==> src/rtl/axi4_mmio_arb_pkg.sv <==
`default_nettype none
// ============================================================================
// Module   : axi4_mmio_arb_pkg
// Purpose  : Shared types and constants for the 2:1 AXI4 MMIO arbiter.
//            Write/read FSM state encodings and AXI response codes.
// Ports    : none (package)
// Revision : 1.0 - initial release
// ============================================================================
package axi4_mmio_arb_pkg;

  typedef enum logic [1:0] {
    W_IDLE = 2'd0,
    W_ADDR = 2'd1,
    W_DATA = 2'd2,
    W_RESP = 2'd3
  } wr_state_e;

  typedef enum logic [1:0] {
    R_IDLE = 2'd0,
    R_ADDR = 2'd1,
    R_DATA = 2'd2
  } rd_state_e;

  localparam logic [1:0] OKAY   = 2'b00;
  localparam logic [1:0] SLVERR = 2'b10;

endpackage : axi4_mmio_arb_pkg
`default_nettype wire

==> src/rtl/mmio_rr_pick.sv <==
`default_nettype none
// ============================================================================
// Module   : mmio_rr_pick
// Purpose  : Two-way request picker. A lone requester always wins; when both
//            request, the pointer chooses. On advance the pointer moves to
//            the master that did not win, so the loser is favoured next time.
// Ports    : req[1:0] in  - request vector (bit N = master N)
//            ptr      in  - current preferred master
//            advance  in  - a grant is being taken this cycle
//            grant    out - index of the winning master
//            ptr_next out - pointer value for the next cycle
// Revision : 1.0 - initial release
// ============================================================================
module mmio_rr_pick (
  input  logic [1:0] req,
  input  logic       ptr,
  input  logic       advance,
  output logic       grant,
  output logic       ptr_next
);

  // With a single request the answer is simply whether master 1 asked.
  assign grant    = (&req) ? ptr : req[1];
  assign ptr_next = advance ? ~grant : ptr;

endmodule : mmio_rr_pick
`default_nettype wire

==> src/rtl/axi4_mmio_arbiter.sv <==
`default_nettype none
// ============================================================================
// Module   : axi4_mmio_arbiter
// Purpose  : 2:1 AXI4 arbiter sharing one MMIO slave port between master 0
//            (core) and master 1 (debug/DMA). Independent write and read
//            arbiters, one outstanding transaction per direction; the grant
//            is held from the address handshake to the final response.
// Config   : MMIO_ARB_FIXED_PRIO_EN - when defined master 0 wins simultaneous
//            requests and the round-robin pointers are not built.
// Ports    : clock, resetn         - clock, async active-low reset
//            s0_axi_*, s1_axi_*    - upstream AXI4 slave ports (from masters)
//            m_axi_*               - downstream AXI4 master port
//            wr_owner, rd_owner    - current grants (meaningful when busy)
// Revision : 1.0 - initial release
// ============================================================================
module axi4_mmio_arbiter
  import axi4_mmio_arb_pkg::*;
#(
  parameter int ADDR_W = 31,
  parameter int DATA_W = 64,
  parameter int ID_W   = 4
) (
  input  logic                clock,
  input  logic                resetn,
  // master 0
  input  logic                s0_axi_awvalid,
  input  logic [ID_W-1:0]     s0_axi_awid,
  input  logic [ADDR_W-1:0]   s0_axi_awaddr,
  input  logic [7:0]          s0_axi_awlen,
  input  logic [2:0]          s0_axi_awsize,
  input  logic [1:0]          s0_axi_awburst,
  output logic                s0_axi_awready,
  input  logic                s0_axi_wvalid,
  input  logic [DATA_W-1:0]   s0_axi_wdata,
  input  logic [DATA_W/8-1:0] s0_axi_wstrb,
  input  logic                s0_axi_wlast,
  output logic                s0_axi_wready,
  output logic                s0_axi_bvalid,
  output logic [ID_W-1:0]     s0_axi_bid,
  output logic [1:0]          s0_axi_bresp,
  input  logic                s0_axi_bready,
  input  logic                s0_axi_arvalid,
  input  logic [ID_W-1:0]     s0_axi_arid,
  input  logic [ADDR_W-1:0]   s0_axi_araddr,
  input  logic [7:0]          s0_axi_arlen,
  input  logic [2:0]          s0_axi_arsize,
  input  logic [1:0]          s0_axi_arburst,
  output logic                s0_axi_arready,
  output logic                s0_axi_rvalid,
  output logic [ID_W-1:0]     s0_axi_rid,
  output logic [DATA_W-1:0]   s0_axi_rdata,
  output logic [1:0]          s0_axi_rresp,
  output logic                s0_axi_rlast,
  input  logic                s0_axi_rready,
  // master 1
  input  logic                s1_axi_awvalid,
  input  logic [ID_W-1:0]     s1_axi_awid,
  input  logic [ADDR_W-1:0]   s1_axi_awaddr,
  input  logic [7:0]          s1_axi_awlen,
  input  logic [2:0]          s1_axi_awsize,
  input  logic [1:0]          s1_axi_awburst,
  output logic                s1_axi_awready,
  input  logic                s1_axi_wvalid,
  input  logic [DATA_W-1:0]   s1_axi_wdata,
  input  logic [DATA_W/8-1:0] s1_axi_wstrb,
  input  logic                s1_axi_wlast,
  output logic                s1_axi_wready,
  output logic                s1_axi_bvalid,
  output logic [ID_W-1:0]     s1_axi_bid,
  output logic [1:0]          s1_axi_bresp,
  input  logic                s1_axi_bready,
  input  logic                s1_axi_arvalid,
  input  logic [ID_W-1:0]     s1_axi_arid,
  input  logic [ADDR_W-1:0]   s1_axi_araddr,
  input  logic [7:0]          s1_axi_arlen,
  input  logic [2:0]          s1_axi_arsize,
  input  logic [1:0]          s1_axi_arburst,
  output logic                s1_axi_arready,
  output logic                s1_axi_rvalid,
  output logic [ID_W-1:0]     s1_axi_rid,
  output logic [DATA_W-1:0]   s1_axi_rdata,
  output logic [1:0]          s1_axi_rresp,
  output logic                s1_axi_rlast,
  input  logic                s1_axi_rready,
  // downstream
  output logic                m_axi_awvalid,
  output logic [ID_W-1:0]     m_axi_awid,
  output logic [ADDR_W-1:0]   m_axi_awaddr,
  output logic [7:0]          m_axi_awlen,
  output logic [2:0]          m_axi_awsize,
  output logic [1:0]          m_axi_awburst,
  input  logic                m_axi_awready,
  output logic                m_axi_wvalid,
  output logic [DATA_W-1:0]   m_axi_wdata,
  output logic [DATA_W/8-1:0] m_axi_wstrb,
  output logic                m_axi_wlast,
  input  logic                m_axi_wready,
  input  logic                m_axi_bvalid,
  input  logic [ID_W-1:0]     m_axi_bid,
  input  logic [1:0]          m_axi_bresp,
  output logic                m_axi_bready,
  output logic                m_axi_arvalid,
  output logic [ID_W-1:0]     m_axi_arid,
  output logic [ADDR_W-1:0]   m_axi_araddr,
  output logic [7:0]          m_axi_arlen,
  output logic [2:0]          m_axi_arsize,
  output logic [1:0]          m_axi_arburst,
  input  logic                m_axi_arready,
  input  logic                m_axi_rvalid,
  input  logic [ID_W-1:0]     m_axi_rid,
  input  logic [DATA_W-1:0]   m_axi_rdata,
  input  logic [1:0]          m_axi_rresp,
  input  logic                m_axi_rlast,
  output logic                m_axi_rready,
  // debug
  output logic                wr_owner,
  output logic                rd_owner
);

  wr_state_e r_wr_state;
  rd_state_e r_rd_state;
  logic      r_wr_owner;
  logic      r_rd_owner;

  logic [1:0] w_aw_req;
  logic [1:0] w_ar_req;
  logic       w_wr_take;
  logic       w_rd_take;
  logic       w_wr_grant;
  logic       w_rd_grant;
  logic       w_wr_ptr;
  logic       w_rd_ptr;
  logic       w_wr_ptr_nxt;
  logic       w_rd_ptr_nxt;

  assign w_aw_req  = {s1_axi_awvalid, s0_axi_awvalid};
  assign w_ar_req  = {s1_axi_arvalid, s0_axi_arvalid};
  assign w_wr_take = (r_wr_state == W_IDLE) && (|w_aw_req);
  assign w_rd_take = (r_rd_state == R_IDLE) && (|w_ar_req);

  // --------------------------------------------------------------------------
  // Arbitration
  // --------------------------------------------------------------------------
`ifdef MMIO_ARB_FIXED_PRIO_EN
  // Pointer pinned to master 0: it wins every tie.
  assign w_wr_ptr = 1'b0;
  assign w_rd_ptr = 1'b0;
`else
  logic r_wr_ptr;
  logic r_rd_ptr;

  always_ff @(posedge clock or negedge resetn) begin
    if (!resetn) begin
      r_wr_ptr <= 1'b0;
      r_rd_ptr <= 1'b0;
    end else begin
      r_wr_ptr <= w_wr_ptr_nxt;
      r_rd_ptr <= w_rd_ptr_nxt;
    end
  end

  assign w_wr_ptr = r_wr_ptr;
  assign w_rd_ptr = r_rd_ptr;
`endif

  mmio_rr_pick u_wr_pick (
    .req      (w_aw_req),
    .ptr      (w_wr_ptr),
    .advance  (w_wr_take),
    .grant    (w_wr_grant),
    .ptr_next (w_wr_ptr_nxt)
  );

  mmio_rr_pick u_rd_pick (
    .req      (w_ar_req),
    .ptr      (w_rd_ptr),
    .advance  (w_rd_take),
    .grant    (w_rd_grant),
    .ptr_next (w_rd_ptr_nxt)
  );

  // --------------------------------------------------------------------------
  // Write FSM
  // --------------------------------------------------------------------------
  always_ff @(posedge clock or negedge resetn) begin
    if (!resetn) begin
      r_wr_state <= W_IDLE;
      r_wr_owner <= 1'b0;
    end else begin
      case (r_wr_state)
        W_IDLE: if (w_wr_take) begin
          r_wr_owner <= w_wr_grant;
          r_wr_state <= W_ADDR;
        end
        W_ADDR: if (m_axi_awvalid && m_axi_awready) r_wr_state <= W_DATA;
        W_DATA: if (m_axi_wvalid && m_axi_wready && m_axi_wlast) r_wr_state <= W_RESP;
        W_RESP: if (m_axi_bvalid && m_axi_bready) r_wr_state <= W_IDLE;
        default: r_wr_state <= W_IDLE;
      endcase
    end
  end

  // --------------------------------------------------------------------------
  // Read FSM
  // --------------------------------------------------------------------------
  always_ff @(posedge clock or negedge resetn) begin
    if (!resetn) begin
      r_rd_state <= R_IDLE;
      r_rd_owner <= 1'b0;
    end else begin
      case (r_rd_state)
        R_IDLE: if (w_rd_take) begin
          r_rd_owner <= w_rd_grant;
          r_rd_state <= R_ADDR;
        end
        R_ADDR: if (m_axi_arvalid && m_axi_arready) r_rd_state <= R_DATA;
        R_DATA: if (m_axi_rvalid && m_axi_rready && m_axi_rlast) r_rd_state <= R_IDLE;
        default: r_rd_state <= R_IDLE;
      endcase
    end
  end

  assign wr_owner = r_wr_owner;
  assign rd_owner = r_rd_owner;

  // --------------------------------------------------------------------------
  // Write channel steering. Handshake signals are gated by state so the
  // non-owner (and an early W from the owner) sees nothing until its phase.
  // --------------------------------------------------------------------------
  logic w_wr_addr_ph;
  logic w_wr_data_ph;
  logic w_wr_resp_ph;

  assign w_wr_addr_ph = (r_wr_state == W_ADDR);
  assign w_wr_data_ph = (r_wr_state == W_DATA);
  assign w_wr_resp_ph = (r_wr_state == W_RESP);

  assign m_axi_awvalid  = w_wr_addr_ph & (r_wr_owner ? s1_axi_awvalid : s0_axi_awvalid);
  assign m_axi_awid     = r_wr_owner ? s1_axi_awid    : s0_axi_awid;
  assign m_axi_awaddr   = r_wr_owner ? s1_axi_awaddr  : s0_axi_awaddr;
  assign m_axi_awlen    = r_wr_owner ? s1_axi_awlen   : s0_axi_awlen;
  assign m_axi_awsize   = r_wr_owner ? s1_axi_awsize  : s0_axi_awsize;
  assign m_axi_awburst  = r_wr_owner ? s1_axi_awburst : s0_axi_awburst;
  assign s0_axi_awready = w_wr_addr_ph & ~r_wr_owner & m_axi_awready;
  assign s1_axi_awready = w_wr_addr_ph &  r_wr_owner & m_axi_awready;

  assign m_axi_wvalid  = w_wr_data_ph & (r_wr_owner ? s1_axi_wvalid : s0_axi_wvalid);
  assign m_axi_wdata   = r_wr_owner ? s1_axi_wdata : s0_axi_wdata;
  assign m_axi_wstrb   = r_wr_owner ? s1_axi_wstrb : s0_axi_wstrb;
  assign m_axi_wlast   = r_wr_owner ? s1_axi_wlast : s0_axi_wlast;
  assign s0_axi_wready = w_wr_data_ph & ~r_wr_owner & m_axi_wready;
  assign s1_axi_wready = w_wr_data_ph &  r_wr_owner & m_axi_wready;

  assign m_axi_bready  = w_wr_resp_ph & (r_wr_owner ? s1_axi_bready : s0_axi_bready);
  assign s0_axi_bvalid = w_wr_resp_ph & ~r_wr_owner & m_axi_bvalid;
  assign s1_axi_bvalid = w_wr_resp_ph &  r_wr_owner & m_axi_bvalid;
  assign s0_axi_bid    = m_axi_bid;
  assign s1_axi_bid    = m_axi_bid;
  assign s0_axi_bresp  = m_axi_bresp;
  assign s1_axi_bresp  = m_axi_bresp;

  // --------------------------------------------------------------------------
  // Read channel steering
  // --------------------------------------------------------------------------
  logic w_rd_addr_ph;
  logic w_rd_data_ph;

  assign w_rd_addr_ph = (r_rd_state == R_ADDR);
  assign w_rd_data_ph = (r_rd_state == R_DATA);

  assign m_axi_arvalid  = w_rd_addr_ph & (r_rd_owner ? s1_axi_arvalid : s0_axi_arvalid);
  assign m_axi_arid     = r_rd_owner ? s1_axi_arid    : s0_axi_arid;
  assign m_axi_araddr   = r_rd_owner ? s1_axi_araddr  : s0_axi_araddr;
  assign m_axi_arlen    = r_rd_owner ? s1_axi_arlen   : s0_axi_arlen;
  assign m_axi_arsize   = r_rd_owner ? s1_axi_arsize  : s0_axi_arsize;
  assign m_axi_arburst  = r_rd_owner ? s1_axi_arburst : s0_axi_arburst;
  assign s0_axi_arready = w_rd_addr_ph & ~r_rd_owner & m_axi_arready;
  assign s1_axi_arready = w_rd_addr_ph &  r_rd_owner & m_axi_arready;

  assign m_axi_rready  = w_rd_data_ph & (r_rd_owner ? s1_axi_rready : s0_axi_rready);
  assign s0_axi_rvalid = w_rd_data_ph & ~r_rd_owner & m_axi_rvalid;
  assign s1_axi_rvalid = w_rd_data_ph &  r_rd_owner & m_axi_rvalid;
  assign s0_axi_rid    = m_axi_rid;
  assign s1_axi_rid    = m_axi_rid;
  assign s0_axi_rdata  = m_axi_rdata;
  assign s1_axi_rdata  = m_axi_rdata;
  assign s0_axi_rresp  = m_axi_rresp;
  assign s1_axi_rresp  = m_axi_rresp;
  assign s0_axi_rlast  = m_axi_rlast;
  assign s1_axi_rlast  = m_axi_rlast;

`ifndef SYNTHESIS
  // The granted master must hold its address valid until accepted.
  a_aw_held : assert property (@(posedge clock) disable iff (!resetn)
    (r_wr_state == W_ADDR) |-> (r_wr_owner ? s1_axi_awvalid : s0_axi_awvalid));
  a_ar_held : assert property (@(posedge clock) disable iff (!resetn)
    (r_rd_state == R_ADDR) |-> (r_rd_owner ? s1_axi_arvalid : s0_axi_arvalid));
`endif

endmodule : axi4_mmio_arbiter
`default_nettype wire

==> config.mk <==
export PLATFORM = sky130hd
export DESIGN_NAME = axi4_mmio_arbiter
export DESIGN_NICKNAME = d
export VERILOG_FILES = /design/src/rtl/axi4_mmio_arb_pkg.sv /design/src/rtl/mmio_rr_pick.sv /design/src/rtl/axi4_mmio_arbiter.sv
export SDC_FILE = /design/constraint.sdc
export NUM_CORES = 1
export LEC_CHECK = 0
export BUFFER_PORTS_ARGS = -buffer_cell sky130_fd_sc_hd__buf_4
export CELL_PAD_IN_SITES_DETAIL_PLACEMENT = 1
export CELL_PAD_IN_SITES_GLOBAL_PLACEMENT = 1
export CORE_AREA = 2 2 298 300
export DETAILED_ROUTE_END_ITERATION = 16
export DIE_AREA = 0 0 300 302
export PLACE_DENSITY = 0.39
export SYNTH_ARGS = -nofsm -noshare
export SYNTH_HDL_FRONTEND = slang
export SYNTH_SLANG_ARGS = --single-unit
==> constraint.sdc <==
create_clock -name clock -period 3.45 [get_ports clock]
set_input_delay 0.5175 -clock clock [delete_from_list [all_inputs] [get_ports clock]]
set_output_delay 0.5175 -clock clock [all_outputs]
set_load 0.1 [all_outputs]
==> results.md, run 1 <==
* Status: finished clean
* Clock transition at path regs at ~50 ps
* Chip width at about 300 µm
* FF-to-FF Start: wr_owner
* GP Congestion at ~0.8
* Clock latency on the worst-skew pair at about 250 ps
* Yosys reg bits at 8
* Crit path depth at 3
* Final Critical Period at about 2600 ps
* I/O pin total at 772
* Pre-CTS setup slack at around 1100 ps
* # Post-CTS Setup Buffers at 0
* Routed Antenna Nets at 0
* Setup Skew at approximately 0.32 ps
* CTS buffer count at 3
* CP Cell Sequence: buf_12, mux2_2, buf_4
* Htree depth at 1
* Ys Warns at 0
* Maximum clock path buffer count at 2
* Area leader, netlist: mux2_2
* Final worst-path cycle share at 0.745
* Die area at approximately 91000 µm²
* Area of the multi-input gates at 2270 µm²
* Synth top area share at 0.503
* Die Ht at 302 µm
* CP required at between 2000 and 3000 ps
* First-pass GRT wire length at ~38000 µm
* Global route overflow at 0
* Slowest Stage Delay on Critical Path at roughly 740 ps
* Largest net degree at the start of global routing at 52
* Max IR drop VDD at 628 µV
* Worst EP arrival at between 2000 and 2500 ps
* # fillers at about 10000
* Critical path type: register to primary output
* Share of cells above drive strength 1 at 0.916
* Crit path launch: wr_owner
* Netlist Area Pre-Place at 3760 µm²
* Crit-path max FO at 46
* Reg-to-reg slack, setup at ~1500 ps
* Vias per cell at between 2 and 2.5
* XOR/XNOR Fraction of Synth Area at 0
* DR pass1 iterations at 4
* Site Rows at about 110
* Most common cell after layout, fill and taps aside: buf_4
* Fin util at 0.0936
* RSZ-0062 raised after global routing: no
* Final hold viol count at 0
* Pwr/cell area at 1060 nW/µm²
* Final Max Tran Viols at 0
* Worst hold slack at around 100 ps
* Max-Cap Viols at 0
* Reg2Reg Depth at 4
* Area fraction in compound gates after synthesis at 0.0259
* Netlist cell types at 25
* Syn Area/Cell at 9.07 µm²
* Final Power at between 8 and 9 mW
* Total Nets Final at approximately 1200
* Initial Util at 0.0430
* Initial antenna violation count at 10
* Seq. cell area at around 210 µm²
* Vias in the first global route at roughly 5000
* Instance area after placement at 8110 µm²
* Simple-gate share of the synthesized area at 0.0346
* WP buf/inv at 2
* Via count at 4537
* Total GRT Usage at 0.0601
* Worst-Margin Slew at roughly 650 ps
* Final wirelength at a little under 30000 µm
* TNS Setup at 0 ps
* Crit-path slowest cell: dfrtp_4
* Setup ws final at about 880 ps
* Fmax at between 0.3 and 0.4 GHz
* CTS resizes at 0
* Main combinational cell family by area after synthesis: multiplexers
* Worst Setup End Kind: primary output
* Cell area after layout at ~8000 µm²
* CP endpoint: m_axi_wdata[41]
* Area grow syn2layout at 118%
* Headroom to the max-slew limit at 0.566
* Area contributors post-synth: mux2_2 (50%), buf_4 (32%), dfrtp_1 (5.3%), buf_2 (1.9%), mux2i_1 (1.9%)
* Worst R2R End: r_wr_state[1]
* TritonCTS clock tree: yes
* Num Clock Sinks at 8
* Syn Inst Count at 415
* Remaining routing DRC violations at 0
* Most frequent cells in the layout: buf_4 (543), mux2_2 (168), nor2_1 (12)
* Worst Hold Class: input port to asynchronous set/reset pin
* Cell count after placement at slightly below 2000
* Mux cell area share after synthesis at 0.525
* DR iter-0 viols at approximately 140
* IO buf count at about 540
* Worst path top cell family by delay: flip-flops
* Mapped Nets at around 850
* DP HPWL at ~28000 µm
* # setup viols final at 0
* Leakage at 3.66 nW
* Post-synthesis sequential area ratio at 0.0532
* CORE AREA at around 90000 µm²
* Critical path launch point type: register
* CTS root buffer: clkbuf_16
* Non-Filler Instances at about 2000
* Post-cts hold buffer count at 0
* Post-Synth Adder-Cell Area at 0.0133
* Post-DR wirelength/cell at 15.2 µm
## layer usage
layer,global-route usage,vias to the layer above,part of all wire
li1,-,2032,-
met4,0.0145,6,0.017
met3,0.0366,41,0.14
met1,0.0636,2020,0.37
met2,0.101,438,0.48
met5,0,-,0.0014
## synth_stat cells
master and number:
o22ai_1 1, inv_1 10, nor3b_1 1, a21oi_1 4, buf_4 160, mux2_4 1, nand2b_1 1, o21ai_0 1
mux2i_1 7, nor3_1 2, nor2b_1 4, dfrtp_1 8, nand3b_1 1, buf_2 14, ha_1 4, o32ai_1 1
a22oi_1 1, a31oi_1 4, o2111a_2 1, mux2_2 168, nand2_1 6, o21ai_1 1, and3_1 1, nor2_1 12
o31ai_1 1
## logic make-up (layout without fill, tap and decap cells)
group / Yosys count / after routing
buffers and inverters: 184 / 559
muxes: 176 / 176
and+or+nand+nor: 28 / 28
AOI/OAI and AO/OA: 15 / 15
DFF: 8 / 8
adders and majority gates: 4 / 4
other: 0 / 4
## registers in the layout, summed over array words and instances (netlist names)
register    flops
r_rd_ptr        1
r_wr_ptr        1
wr_owner        1
rd_owner        1
r_rd_state      2
r_wr_state      2
## worst register-to-register path, delay by kind of cell, from the launching register on
kind           cells  cell delay, ps
AO/OA/AOI/OAI      2             610
multiplexers       2             500
flip-flops         1             740
## where the power goes
part	total (mW)	internal (mW)	switching [mW]
logic	8.10	2.03	6.07
registers	0.336	0.147	0.189
clock network	0.224	0.152	0.0718
total	8.66	2.33	6.33
## cell type report
type,instances,share of cell area
multi-input cells,223,0.277
repair buffers,546,0.505
diodes,4,0.00122
inverters,10,0.00458
well taps,1165,0.178
flip-flops and latches,8,0.0250
clock buffers,3,0.00916
## worst min path at each step
stage / depth (start not counted) / start / to / slack [ps]
after floorplan: 0 / resetn / r_rd_ptr / 220
after global placement: 1 / resetn / r_rd_ptr / 390
after detailed placement: 1 / resetn / r_rd_ptr / 390
after CTS: 1 / resetn / r_rd_ptr / 110
after global routing: 1 / resetn / r_rd_ptr / 110
final: 1 / resetn / r_rd_ptr / 100
No activity file was read; power rests on OpenSTA's default activity.
==> run 2: changes to the inputs <==
- CORE_AREA: 2 2 298 300 -> 2 2 300 302
- DIE_AREA: 0 0 300 302 -> 0 0 302 304
- clock period: 3.45 -> 2.4 ns (I/O delays scaled with it)
==> results.md, run 2 (synthesized netlist as in run 1, its figures left out) <==
* DR iter-0 viols at 148 (+3.5%)
* I/O pin total at 772 (unchanged)
* Fmax at about 0.45 GHz
* WP buf/inv at 2 (unchanged)
* Global route overflow at 0 (unchanged)
* Maximum clock path buffer count at 2 (unchanged)
* Critical path launch point type: register
* Reg-to-reg slack, setup at 560 ps (-930 ps)
* Pre-CTS setup slack at 371 ps (-766 ps)
* Initial Util at 0.0423 (-0.000720)
* Crit-path max FO at 74 (+61%)
* Max IR drop VDD at 612 µV (-2.5%)
* Site Rows at 110 (+0.92%)
* First-pass GRT wire length at 44100 µm (+17%)
* CP required at 2040 ps (-890 ps)
* Seq. cell area at 205 µm² (unchanged)
* Initial antenna violation count at 20 (+10)
* Via count at 4618 (+1.8%)
* Die area at 91800 µm² (+1.3%)
* GP Congestion at 0.773 (-3.0%)
* Num Clock Sinks at 8 (unchanged)
* Crit-path slowest cell: dfrtp_4
* Slowest Stage Delay on Critical Path at 540 ps (-200 ps)
* Clock latency on the worst-skew pair at 240 ps (about the same)
* Worst-Margin Slew at 401 ps (-250 ps)
* CP Cell Sequence: buf_12, mux2_2, buf_4
* Setup ws final at 168 ps (-712 ps)
* Largest net degree at the start of global routing at 75 (+44%)
* CTS resizes at 0 (unchanged)
* Final wirelength at 35400 µm (+19%)
* Post-DR wirelength/cell at 17.9 µm (+18%)
* Vias per cell at 2.34 (+1.1%)
* DP HPWL at 33500 µm (+21%)
* Final Critical Period at ~2200 ps
* Worst EP arrival at 1870 ps (-180 ps)
* Die Ht at 304 µm (+0.66%)
* Total Nets Final at 1231 (+0.24%)
* Htree depth at 1 (unchanged)
* Clock transition at path regs at 40 ps (about the same)
* RSZ-0062 raised after global routing: no
* Routed Antenna Nets at 0 (unchanged)
* DR pass1 iterations at 4 (unchanged)
* Total GRT Usage at 0.0713 (+0.0113)
* Most frequent cells in the layout: buf_4 (545), mux2_2 (168), inv_1 (10)
* Max-Cap Viols at 0 (unchanged)
* Final Max Tran Viols at 0 (unchanged)
* Most common cell after layout, fill and taps aside: buf_4
* Remaining routing DRC violations at 0 (unchanged)
* Worst hold slack at 331 ps (+233 ps)
* Final worst-path cycle share at 0.930
* Share of cells above drive strength 1 at 0.931 (+0.0142)
* Final hold viol count at 0 (unchanged)
* CTS buffer count at 3 (unchanged)
* Chip width at 302 µm (+0.67%)
* Headroom to the max-slew limit at 0.725 (+0.159)
* Pwr/cell area at 1500 nW/µm² (+42%)
* Leakage at 3.68 nW (+0.61%)
* CTS root buffer: clkbuf_16
* # fillers at 10700 (+1.5%)
* Worst Setup End Kind: primary output
* Regs by FF count: r_rd_state x2, r_wr_state x2
* # setup viols final at 0 (unchanged)
* Area of the multi-input gates at 2330 µm² (+2.6%)
* Worst Hold Class: input port to register
* Vias in the first global route at 5238 (+4.2%)
* IO buf count at 543 (unchanged)
* Area grow syn2layout at 120%
* CORE AREA at 89000 µm² (+1.7%)
* Critical path type: register to primary output
* Worst path top cell family by delay: buffers and inverters
* TritonCTS clock tree: yes
* Setup Skew at 0.351 ps (+0.0355 ps)
* Status: finished clean
## run 2: final cells by class
| cell class | instances | area share |
|---|---|---|
| repair buffers | 549 | 0.502 |
| multi-input cells | 223 | 0.281 |
| clock buffers | 3 | 0.00906 |
| inverters | 10 | 0.00453 |
| flip-flops and latches | 8 | 0.0248 |
| diodes | 4 | 0.00121 |
| well taps | 1176 | 0.178 |
## run 2: report_power, final
group	internal, mW	switching [mW]
registers	0.214	0.164
clock network	0.216	0.0729
logic	2.97	8.83
## run 2: per-layer routing
layer / share of wire / global-route usage
met5: 0.0032 / 0
met2: 0.50 / 0.133
met1: 0.33 / 0.0695
met4: 0.037 / 0.0205
met3: 0.13 / 0.0335
## run 2: final timing paths
kind                                     start        endpoint  cells after the start
worst min register to register        r_wr_ptr        r_wr_ptr                      1
worst max register to register        wr_owner   r_wr_state[1]                      5
worst min-delay path            s0_axi_arvalid        rd_owner                      2
worst max-delay path                  wr_owner  m_axi_wdata[4]                      3
max in group asynchronous               resetn        wr_owner                      2
min in group asynchronous               resetn   r_rd_state[1]                      2
## run 2: timing repair
item,CTS,global route
buffers inserted,0,0
hold buffers,1,0
endpoints found under the hold margin,8,0
## run 2: per-stage QoR
step	cells	TNS [ps]	power, mW	utilization	instance area (µm²)
final	1973	0	12.5	0.0931	8290
after global routing	1970	0	12.9	0.0930	8280
after floorplan	415	-73.8	11.0	-	3840
after global placement	1965	0	12.3	0.0920	8190
after detailed placement	1965	0	12.3	0.0920	8190
after CTS	1969	0	12.6	0.0930	8280
